<file path="src/rtl/sprite_blitter_pkg.sv">
// Shared graphics constants and the blitter state encoding.
package kirby_gfx_pkg;

   localparam int VIEW_W      = 234;
   localparam int VIEW_H      = 176;
   localparam int TRANSPARENT = 0;

   typedef enum logic [1:0] {
      IDLE  = 2'd0,
      RUN   = 2'd1,
      DRAIN = 2'd2,
      DONE  = 2'd3
   } blit_state_t;

endpackage

</file>
<file path="src/rtl/sprite_blitter_if.sv">
// Request, sprite-ROM and frame-buffer signals of the sprite blitter.
// master = game logic / memories side, slave = blitter.
interface sprite_blitter_if #(
   parameter int ROM_AW = 18,
   parameter int FB_AW  = 16,
   parameter int PIX_W  = 4
);
   logic              start;
   logic [7:0]        pos_x;
   logic [7:0]        pos_y;
   logic [3:0]        img_col;
   logic [3:0]        img_row;
   logic [7:0]        img_w;
   logic [6:0]        img_h;
   logic [8:0]        sheet_w;
   logic              mirror;
   logic              busy;
   logic              done;
   logic              rom_rd;
   logic [ROM_AW-1:0] rom_addr;
   logic [PIX_W-1:0]  rom_data;
   logic              fb_we;
   logic [FB_AW-1:0]  fb_addr;
   logic [PIX_W-1:0]  fb_data;

   modport master (
      output start, pos_x, pos_y, img_col, img_row, img_w, img_h, sheet_w, mirror,
      output rom_data,
      input  busy, done, rom_rd, rom_addr, fb_we, fb_addr, fb_data
   );

   modport slave (
      input  start, pos_x, pos_y, img_col, img_row, img_w, img_h, sheet_w, mirror,
      input  rom_data,
      output busy, done, rom_rd, rom_addr, fb_we, fb_addr, fb_data
   );
endinterface

</file>
<file path="src/rtl/sprite_blitter_delay.sv">
// blit_delay: LAT-deep shift register carrying {valid, fb_addr} so the
// write address lines up with the ROM data returned LAT cycles later.
module blit_delay #(
   parameter int LAT = 2,
   parameter int AW  = 16
) (
   input  logic          clk,
   input  logic          rst_n,
   input  logic          in_vld,
   input  logic [AW-1:0] in_addr,
   output logic          out_vld,
   output logic [AW-1:0] out_addr
);
   logic [LAT-1:0]         vld_pipe;
   logic [LAT-1:0][AW-1:0] addr_pipe;

   // Shift valid/address one stage per clock; reset empties the pipe.
   always_ff @(posedge clk or negedge rst_n) begin
      if (!rst_n) begin
         vld_pipe  <= '0;
         addr_pipe <= '0;
      end else begin
         vld_pipe[0]  <= in_vld;
         addr_pipe[0] <= in_addr;
         for (int i = 1; i < LAT; i++) begin
            vld_pipe[i]  <= vld_pipe[i-1];
            addr_pipe[i] <= addr_pipe[i-1];
         end
      end
   end

   assign out_vld  = vld_pipe[LAT-1];
   assign out_addr = addr_pipe[LAT-1];
endmodule

</file>
<file path="src/rtl/sprite_blitter.sv">
// sprite_blitter: copies one sprite frame from the sheet ROM into the
// viewport frame buffer, one pixel per clock, with mirroring and
// colour-key transparency.
// Build option: BLIT_CLIP_EN -- when defined, pixels outside the viewport
// are skipped (no ROM read, no write); otherwise all pixels are issued and
// fb_addr is simply truncated.
module sprite_blitter #(
   parameter int VIEW_W  = kirby_gfx_pkg::VIEW_W,
   parameter int VIEW_H  = kirby_gfx_pkg::VIEW_H,
   parameter int ROM_AW  = 18,
   parameter int FB_AW   = 16,
   parameter int PIX_W   = 4,
   parameter int ROM_LAT = 2
) (
   input  logic             Clk,
   input  logic             Reset_n,
   sprite_blitter_if.slave  bus
);
   import kirby_gfx_pkg::*;

   if (ROM_LAT < 1 || ROM_LAT > 4) begin : g_lat_chk
      $error("ROM_LAT must be 1..4");
   end
   if (VIEW_W * VIEW_H > (1 << FB_AW)) begin : g_fb_chk
      $error("viewport does not fit in frame-buffer address space");
   end

   blit_state_t state, nxt;

   // request latched at start
   logic [7:0] px, py, iw;
   logic [3:0] icol, irow;
   logic [6:0] ih;
   logic [8:0] sw;
   logic       mir;

   logic [6:0] r;
   logic [7:0] c;
   logic [2:0] dcnt;
   logic       last_pix;

   assign last_pix = (c == iw - 8'd1) && (r == ih - 7'd1);

   // State register.
   always_ff @(posedge Clk or negedge Reset_n) begin
      if (!Reset_n) state <= IDLE;
      else          state <= nxt;
   end

   // Next-state: zero-size frames skip straight to DONE.
   always_comb begin
      nxt = state;
      case (state)
         IDLE:    if (bus.start) nxt = (bus.img_w == 8'd0 || bus.img_h == 7'd0) ? DONE : RUN;
         RUN:     if (last_pix) nxt = DRAIN;
         DRAIN:   if (dcnt == 3'(ROM_LAT - 1)) nxt = DONE;
         DONE:    nxt = IDLE;
         default: nxt = IDLE;
      endcase
   end

   // Latch the request and walk rows (outer) / columns (inner).
   always_ff @(posedge Clk or negedge Reset_n) begin
      if (!Reset_n) begin
         px <= '0; py <= '0; iw <= '0; ih <= '0;
         icol <= '0; irow <= '0; sw <= '0; mir <= 1'b0;
         r <= '0; c <= '0; dcnt <= '0;
      end else begin
         case (state)
            IDLE: if (bus.start) begin
               px   <= bus.pos_x;   py   <= bus.pos_y;
               iw   <= bus.img_w;   ih   <= bus.img_h;
               icol <= bus.img_col; irow <= bus.img_row;
               sw   <= bus.sheet_w; mir  <= bus.mirror;
               r    <= '0;          c    <= '0;
               dcnt <= '0;
            end
            RUN: begin
               if (c == iw - 8'd1) begin
                  c <= '0;
                  r <= r + 7'd1;
               end else begin
                  c <= c + 8'd1;
               end
            end
            DRAIN:   dcnt <= dcnt + 3'd1;
            default: ;
         endcase
      end
   end

   // Source address in the sheet; mirroring only reverses the column.
   logic [7:0]  sc;
   logic [11:0] srow;
   logic [12:0] scol;
   logic [23:0] src;

   assign sc   = mir ? (iw - 8'd1 - c) : c;
   assign srow = 12'(irow) * 12'(ih) + 12'(r);
   assign scol = 13'(icol) * 13'(iw) + 13'(sc);
   assign src  = 24'(srow) * 24'(sw) + 24'(scol);

   // Destination, centred horizontally on pos_x; signed so left overhang is negative.
   logic signed [10:0] dx, dy;
   int                 fb_lin;
   logic               pix_ok;
   logic               rd;

   assign dx     = $signed({3'b0, px}) - $signed({4'b0, iw[7:1]}) + $signed({3'b0, c});
   assign dy     = $signed({3'b0, py}) + $signed({4'b0, r});
   assign fb_lin = int'(dy) * VIEW_W + int'(dx);

`ifdef BLIT_CLIP_EN
   assign pix_ok = (dx >= 0) && (int'(dx) < VIEW_W) && (dy >= 0) && (int'(dy) < VIEW_H);
`else
   assign pix_ok = 1'b1;
`endif

   assign rd = (state == RUN) && pix_ok;

   logic             d_vld;
   logic [FB_AW-1:0] d_addr;

   blit_delay #(.LAT(ROM_LAT), .AW(FB_AW)) u_delay (
      .clk      (Clk),
      .rst_n    (Reset_n),
      .in_vld   (rd),
      .in_addr  (FB_AW'(fb_lin)),
      .out_vld  (d_vld),
      .out_addr (d_addr)
   );

   assign bus.busy     = (state != IDLE);
   assign bus.done     = (state == DONE);
   assign bus.rom_rd   = rd;
   assign bus.rom_addr = (state == RUN) ? ROM_AW'(src) : '0;
   assign bus.fb_we    = d_vld && (bus.rom_data != PIX_W'(TRANSPARENT));
   assign bus.fb_addr  = d_addr;
   assign bus.fb_data  = d_vld ? bus.rom_data : '0;
endmodule
</file>
<file path="src/flat_wrapper.sv">
// flat-port wrapper written by rule: the top's interface ports become plain ports
module sprite_blitter_flat import kirby_gfx_pkg::*;
#(
   parameter int VIEW_W  = kirby_gfx_pkg::VIEW_W,
   parameter int VIEW_H  = kirby_gfx_pkg::VIEW_H,
   parameter int ROM_AW  = 18,
   parameter int FB_AW   = 16,
   parameter int PIX_W   = 4,
   parameter int ROM_LAT = 2
)
  (Clk, Reset_n, bus_start, bus_pos_x, bus_pos_y, bus_img_col, bus_img_row, bus_img_w, bus_img_h, bus_sheet_w, bus_mirror, bus_rom_data, bus_busy, bus_done, bus_rom_rd, bus_rom_addr, bus_fb_we, bus_fb_addr, bus_fb_data);
  sprite_blitter_if #(.ROM_AW(ROM_AW), .FB_AW(FB_AW), .PIX_W(PIX_W)) bus_i ();
  input  logic Clk;
  input  logic Reset_n;
  input wire logic [$bits(bus_i.start)-1:0] bus_start;
  input wire logic [$bits(bus_i.pos_x)-1:0] bus_pos_x;
  input wire logic [$bits(bus_i.pos_y)-1:0] bus_pos_y;
  input wire logic [$bits(bus_i.img_col)-1:0] bus_img_col;
  input wire logic [$bits(bus_i.img_row)-1:0] bus_img_row;
  input wire logic [$bits(bus_i.img_w)-1:0] bus_img_w;
  input wire logic [$bits(bus_i.img_h)-1:0] bus_img_h;
  input wire logic [$bits(bus_i.sheet_w)-1:0] bus_sheet_w;
  input wire logic [$bits(bus_i.mirror)-1:0] bus_mirror;
  input wire logic [$bits(bus_i.rom_data)-1:0] bus_rom_data;
  output wire logic [$bits(bus_i.busy)-1:0] bus_busy;
  output wire logic [$bits(bus_i.done)-1:0] bus_done;
  output wire logic [$bits(bus_i.rom_rd)-1:0] bus_rom_rd;
  output wire logic [$bits(bus_i.rom_addr)-1:0] bus_rom_addr;
  output wire logic [$bits(bus_i.fb_we)-1:0] bus_fb_we;
  output wire logic [$bits(bus_i.fb_addr)-1:0] bus_fb_addr;
  output wire logic [$bits(bus_i.fb_data)-1:0] bus_fb_data;
  assign bus_i.start = bus_start;
  assign bus_i.pos_x = bus_pos_x;
  assign bus_i.pos_y = bus_pos_y;
  assign bus_i.img_col = bus_img_col;
  assign bus_i.img_row = bus_img_row;
  assign bus_i.img_w = bus_img_w;
  assign bus_i.img_h = bus_img_h;
  assign bus_i.sheet_w = bus_sheet_w;
  assign bus_i.mirror = bus_mirror;
  assign bus_i.rom_data = bus_rom_data;
  assign bus_busy = bus_i.busy;
  assign bus_done = bus_i.done;
  assign bus_rom_rd = bus_i.rom_rd;
  assign bus_rom_addr = bus_i.rom_addr;
  assign bus_fb_we = bus_i.fb_we;
  assign bus_fb_addr = bus_i.fb_addr;
  assign bus_fb_data = bus_i.fb_data;
  sprite_blitter #(.VIEW_W(VIEW_W), .VIEW_H(VIEW_H), .ROM_AW(ROM_AW), .FB_AW(FB_AW), .PIX_W(PIX_W), .ROM_LAT(ROM_LAT)) u_core (.Clk(Clk), .Reset_n(Reset_n), .bus(bus_i));
endmodule
</file>
<file path="config.mk">
export PLATFORM = sky130hd
export DESIGN_NAME = sprite_blitter_flat
export DESIGN_NICKNAME = d
export VERILOG_FILES = /design/src/rtl/sprite_blitter_pkg.sv /design/src/rtl/sprite_blitter_if.sv /design/src/rtl/sprite_blitter_delay.sv /design/src/rtl/sprite_blitter.sv /design/src/flat_wrapper.sv
export SDC_FILE = /design/constraint.sdc
export NUM_CORES = 1
export LEC_CHECK = 0
export ABC_AREA = 1
export CORE_UTILIZATION = 42
export CTS_CLUSTER_SIZE = 40
export DETAILED_ROUTE_END_ITERATION = 7
export PLACE_DENSITY_LB_ADDON = 0.25
export SETUP_SLACK_MARGIN = 0.4
export SYNTH_ARGS = -nofsm -noshare
export SYNTH_HDL_FRONTEND = slang
export SYNTH_SLANG_ARGS = --single-unit
export TNS_END_PERCENT = 1
</file>
<file path="constraint.sdc">
create_clock -name Clk -period 28.8 [get_ports Clk]
set_clock_uncertainty 0.15 [all_clocks]
set_input_delay 5.76 -clock Clk [delete_from_list [all_inputs] [get_ports Clk]]
set_output_delay 5.76 -clock Clk [all_outputs]
set_load 0.01 [all_outputs]
</file>
# --- Word level (Yosys, flattened, before mapping) ---
# Cells that the tools add are included.
word_totals:
  regBits: 103
  in_bits: 56
  output_inout_bits: 42
op_classes:
  reduce_logical: 15
  addsub: 13
  mux: 16
  multipliers: 4
  n_eq_ne: 10
ops:
  columns: ["cell", "count"]
  rows:
  - ["$mux W8", 3]
  - ["$add A18 B13 Y18", 1]
  - ["$mul A12 B9 Y18", 1]
  - ["$mux W18", 1]
  - ["$add A16 B11 Y16", 1]
  - ["$pmux W8 S2", 1]
  - ["$mul A11 B8 Y15 const B", 1]
  - ["$mux W7", 2]
  - ["$pmux W7 S2", 1]
  - ["$add A12 B8 Y13", 1]
  - ["$add A11 B7 Y12", 1]
  - ["$mul A4 B8 Y12", 1]
  - ["$mul A4 B7 Y11", 1]
  - ["$add A9 B9 Y10", 1]
  - ["$add A8 B7 Y9", 1]
  - ["$sub A8 B7 Y9", 1]
  - ["$add A8 B1 Y8 const B", 1]
  - ["$eq A8 B8 Y1", 1]
  - ["$logic_not A8 Y1", 1]
  - ["$mux W2", 4]
  - ["$pmux W2 S4", 1]
  - ["$sub A8 B1 Y8 const B", 1]
  - ["$sub A8 B8 Y8", 1]
  - ["$add A7 B1 Y7 const B", 1]
  - ["other kinds (19)", 28]

# --- Depth between registers and ports, before layout ---
depth:
  depth_word: 6
  depth_mapped: 40

# --- Hierarchy ---
# Synthesis repeated with hierarchy kept, for this count alone.
unflattened:
  hier_cells: 1667
  area_unflattened_um2: 13462.9
by_module_without_submodules:
  columns: ["mod", "instances", "seq_area_each_um2", "cells_each", "area_per_inst_um2"]
  rows:
  - ["sprite_blitter", 1, 1726.7, 1617, 12492.0]
  - ["blit_delay", 1, 850.8, 50, 970.9]

# --- Worst setup path after synthesis ---
# OpenSTA, ideal clock, no wires.
synth_timing:
  kind: "register to output"
  startpoint: "register u_core.irow[3]"
  endpoint: "output bus_rom_addr[17]"
  arrival_ps: 7796
  stages_incl_launch_ff: 38
  path_buffers: 1
  setup_slack_ps: 15094
  cell_sequence: "dfrtp_1 > clkbuf_1 > nand2_1 > inv_1 > fa_1 > fa_1 > inv_1 > fa_1 > inv_1 > ha_1 > nand2_1 > inv_1 > nand2_1 > nand2_1 > a21oi_1 > xnor2_1 > inv_1 > nor2_1 > [2 not listed] > fa_1 > inv_1 > fa_1 > inv_1 > fa_1 > inv_1 > fa_1 > inv_1 > fa_1 > inv_1 > ha_1 > nand2_1 > o21a_1 > o211ai_1 > nand3_1 > nand2_1 > a21oi_1 > nor2_1"
synth_between:
  elab_chain_len: 5
synth_lines:
  columns: ["element", "line", "text"]
  rows:
  - ["start, declared", "sprite_blitter.sv:32", "logic [3:0] icol, irow;"]
  - ["start signal, assigned", "sprite_blitter.sv:73", "icol <= bus.img_col; irow <= bus.img_row;"]
  - ["$mul A4 B7 Y11", "sprite_blitter.sv:99", "assign srow = 12'(irow) * 12'(ih) + 12'(r);"]
  - ["$add A11 B7 Y12", "sprite_blitter.sv:99", null]
  - ["$mul A12 B9 Y18", "sprite_blitter.sv:101", "assign src = 24'(srow) * 24'(sw) + 24'(scol);"]
  - ["$add A18 B13 Y18", "sprite_blitter.sv:101", null]
  - ["$mux W18", "sprite_blitter.sv:136", "assign bus.rom_addr = (state == RUN) ? ROM_AW'(src) : '0;"]
  - ["end, declared", "flat_wrapper.sv:28", "output wire logic [$bits(bus_i.rom_addr)-1:0] bus_rom_addr;"]
# No other way between the ends.

# --- Final worst setup path ---
layout_timing:
  startpoint: "register u_core.ih[3]"
  endpoint: "output bus_rom_addr[17]"
layout_between:
  elab_chain_len: 5
layout_lines:
  columns: ["element", "line", "text"]
  rows:
  - ["start, declared", "sprite_blitter.sv:33", "logic [6:0] ih;"]
  - ["start signal, assigned", "sprite_blitter.sv:72", "iw <= bus.img_w; ih <= bus.img_h;"]
  - ["$mul A4 B7 Y11", "sprite_blitter.sv:99", null]
  - ["$add A11 B7 Y12", "sprite_blitter.sv:99", null]
  - ["$mul A12 B9 Y18", "sprite_blitter.sv:101", null]
  - ["$add A18 B13 Y18", "sprite_blitter.sv:101", null]
  - ["$mux W18", "sprite_blitter.sv:136", null]
# No other way between the ends.

==> summary.md <==
| Metric | Value |
|---|---|
| Final Critical Period | `14.93 ns` |
| Fillers | `3138` |
| Avg Cell Area, Syn | `7.86 sq um` |
| Hold Worst Slack | `0.199 ns` |
| Worst-path clk slew | `0.07 ns` |
| Area of the multi-input gates | `0.00928 sq mm` |
| Syn Inst Count | `1733` |
| Sink Count | `103` |
| Crit path kind | `flip-flop to output pin` |
| Post-CTS setup-driven buffer insertion count | `0` |
| Core box area | `0.0317 sq mm` |
| Worst-Skew Late Latency | `0.36 ns` |
| Die height | `182 um` |
| Reg2reg path depth | `29` |
| Post-Place Worst Slack | `14.21 ns` |
| Delay-heaviest family, CP | `adder cells` |
| Worst Tran Pin Value | `0.817 ns` |
| Grt total ovfl | `0` |
| ANT cells | `0` |
| YS warnings | `0` |
| Register area | `0.00258 sq mm` |
| Number of cells on the critical path | `37` |
| Setup ws final | `13.87 ns` |
| H-tree levels | `3` |
| Critical path launch point | `u_core.ih[3]` |
| IO buf count | `97` |
| Area grow syn2layout | `11.4%` |
| Die area | `0.0332 sq mm` |
| CP Capture Type | `output pin` |
| Vias | `10.6k` |
| Drt first pass iters | `5` |
| Die span in x | `182 um` |
| Post-route DRC | `0` |
| Routability Congestion | `0.889` |
| Req. time, crit path | `22.89 ns` |
| Global-route wire length before repair | `51.1 mm` |
| Initial DRC Count | `484` |
| Netlist cell types | `44` |
| Post-layout instance area | `0.0152 sq mm` |
| Post-route antenna net violation count | `0` |
| Root Buffer | `clkbuf_16` |
| FF-to-FF Start | `u_core.r[0]` |
| Post-CTS Resized | `0` |
| Crit start category | `flip-flop` |
| Tcrit/Tclk final | `51.8%` |
| Max Cap Viol | `0` |
| Vias in the first global route | `10.7k` |
| Largest net degree at the start of global routing | `61` |
| Starting density of the core | `43.0%` |
| Slew HR | `45.6%` |
| Final Max Slew Viols | `0` |
| RR Endpoint | `u_core.u_delay.addr_pipe[15]` |
| Post-synth net total | `2118` |
| Nets | `2180` |
| Final HPWL from detailed placement | `25.3 mm` |
| CP dominant cell by count | `inv_1` |
| Fin. Hold Viols | `0` |
| TritonCTS buffer count | `9` |
| Critical path peak fanout | `8` |
| RSZ-0062 raised after global routing | `false` |
| Worst hold path class | `flip-flop to flip-flop` |
| Sequential area share after synthesis | `18.9%` |
| FF-to-FF setup slack | `22.50 ns` |
| Hold buffers post-CTS | `0` |
| Initial antenna violation count | `0` |
| Setup Viol. Count Final | `0` |
| Max Fclk | `0.0670 GHz` |
| Site Rows | `65` |
| Share of layout cells above drive strength 1 | `2.00%` |
| Critical path's largest stage delay | `0.54 ns` |
| # IOs | `98` |
| WP buf/inv | `12` |
| Status | `complete, no violations` |
| Final WL | `29.8 mm` |
| Critical path capture point | `bus_rom_addr[17]` |
| Critical path's slowest cell | `fa_1` |
| Yosys reg bits | `103` |
| Vias per cell | `4.83` |
| GRT Util Overall | `19.1%` |
| Worst EP arrival | `9.02 ns` |
| Worst-case clock buffer depth | `2` |
| CTS tree | `yes` |
| Area of the mapped netlist | `0.0136 sq mm` |
| WL per Instance | `13.5 um` |
| Setup TNS Final | `0 ns` |
| DP Area | `0.0149 sq mm` |
## cell usage after synthesis (all sizes together)
library cell	n	share of area (%)
a211oi	2	0.11
a21boi	1	0.055
a21o	5	0.28
a21oi	79	2.9
a221oi	1	0.064
a31oi	4	0.18
and2	2	0.092
buf	24	1.2
clkbuf	26	0.72
clkinv	3	0.12
dfrtp	103	19
fa	141	21
ha	188	17
inv	398	11
nand2	393	11
nand3	48	1.8
nand3b	4	0.22
nand4	8	0.37
nor2	108	3.2
nor3	19	0.73
nor3b	1	0.055
nor4	4	0.18
o211ai	3	0.17
o21a	1	0.055
o21ai	69	2.6
o21bai	8	0.44
o22ai	5	0.23
o311ai	1	0.064
o31ai	4	0.22
o41a	1	0.083
or2	2	0.092
xnor2	23	1.5
xor2	54	3.5
## through the flow
| stage | util (%) | std cells |
|---|---|---|
| final | 47.8 | 2202 |
| after global routing | 47.8 | 2202 |
| after global placement | 46.9 | 2186 |
| after detailed placement | 46.9 | 2186 |
| after floorplan | - | 1733 |
| after CTS | 47.8 | 2202 |
## sequential cells by signal, indices dropped and copies added, names as in the netlist
name and cells:
u_core.sw 9, u_core.dcnt 3, u_core.mir 1, u_core.state 2
u_core.px 8, u_core.u_delay.out_addr 16, u_core.irow 4, u_core.r 7
u_core.py 8, u_core.c 8, u_core.u_delay.vld_pipe 2, u_core.icol 4
u_core.iw 8, u_core.u_delay.addr_pipe 16, u_core.ih 7
## routing by layer
| layer | global-route usage, % | vias up | wire, um |
|---|---|---|---|
| met2 | 32.5 | 148 | 14100 |
| met1 | 26.4 | 5064 | 14600 |
| met5 | 0 | - | 0 |
| met4 | 3.16 | 0 | 223 |
| met3 | 2.14 | 15 | 830 |
| li1 | - | 5398 | - |
## kinds of logic after synthesis
| group | share of synthesized area [%] |
|---|---|
| flops | 18.9 |
| compound gates | 7.41 |
| buf+inv | 13.0 |
| simple gates | 17.7 |
| fa+ha+maj | 38.0 |
| xor+xnor | 5.00 |
## layout by cell type, fill, tap and decap left out, types with 2 or more instances in the layout
master,instances
ha_1,188
o21bai_1,8
o211ai_1,3
nor2_4,3
nor2_1,104
and2_1,2
nand2_2,2
xnor2_1,23
nor4_1,4
a21oi_1,79
clkinv_4,3
buf_4,5
or2_2,2
nand2_4,3
clkdlybuf4s50_1,96
clkinv_1,2
o22ai_1,5
fa_1,141
nand2_1,388
dfrtp_1,103
nor3_1,18
a21o_1,5
clkbuf_16,9
a211oi_1,2
o31ai_1,4
inv_1,397
inv_8,2
o21ai_0,68
nand4_1,8
nand3b_1,4
xor2_1,53
a31oi_1,4
nand3_1,48
## how the worst min path moves through the flow
stage / depth (start not counted) / end / startpoint
floorplan: 0 / u_core.u_delay.out_addr[0] / u_core.u_delay.addr_pipe[0]
global placement: 0 / u_core.u_delay.vld_pipe[1] / u_core.u_delay.vld_pipe[0]
detailed placement: 0 / u_core.u_delay.out_addr[11] / u_core.u_delay.addr_pipe[11]
CTS: 0 / u_core.u_delay.out_addr[3] / u_core.u_delay.addr_pipe[3]
global route: 0 / u_core.u_delay.out_addr[3] / u_core.u_delay.addr_pipe[3]
finish: 0 / u_core.u_delay.out_addr[3] / u_core.u_delay.addr_pipe[3]
## layout make-up
cell class / instances / share of cell area, %
clock buffers: 10 / 1.51
clock inverters: 6 / 0.511
inverters: 401 / 9.95
multi-input cells: 1179 / 61.1
flip-flops and latches: 103 / 17.0
well taps: 402 / 3.31
repair buffers: 101 / 6.58
Power is not shown: default switching activity piles up to over one toggle a cycle in this logic, so the estimate is an artifact.
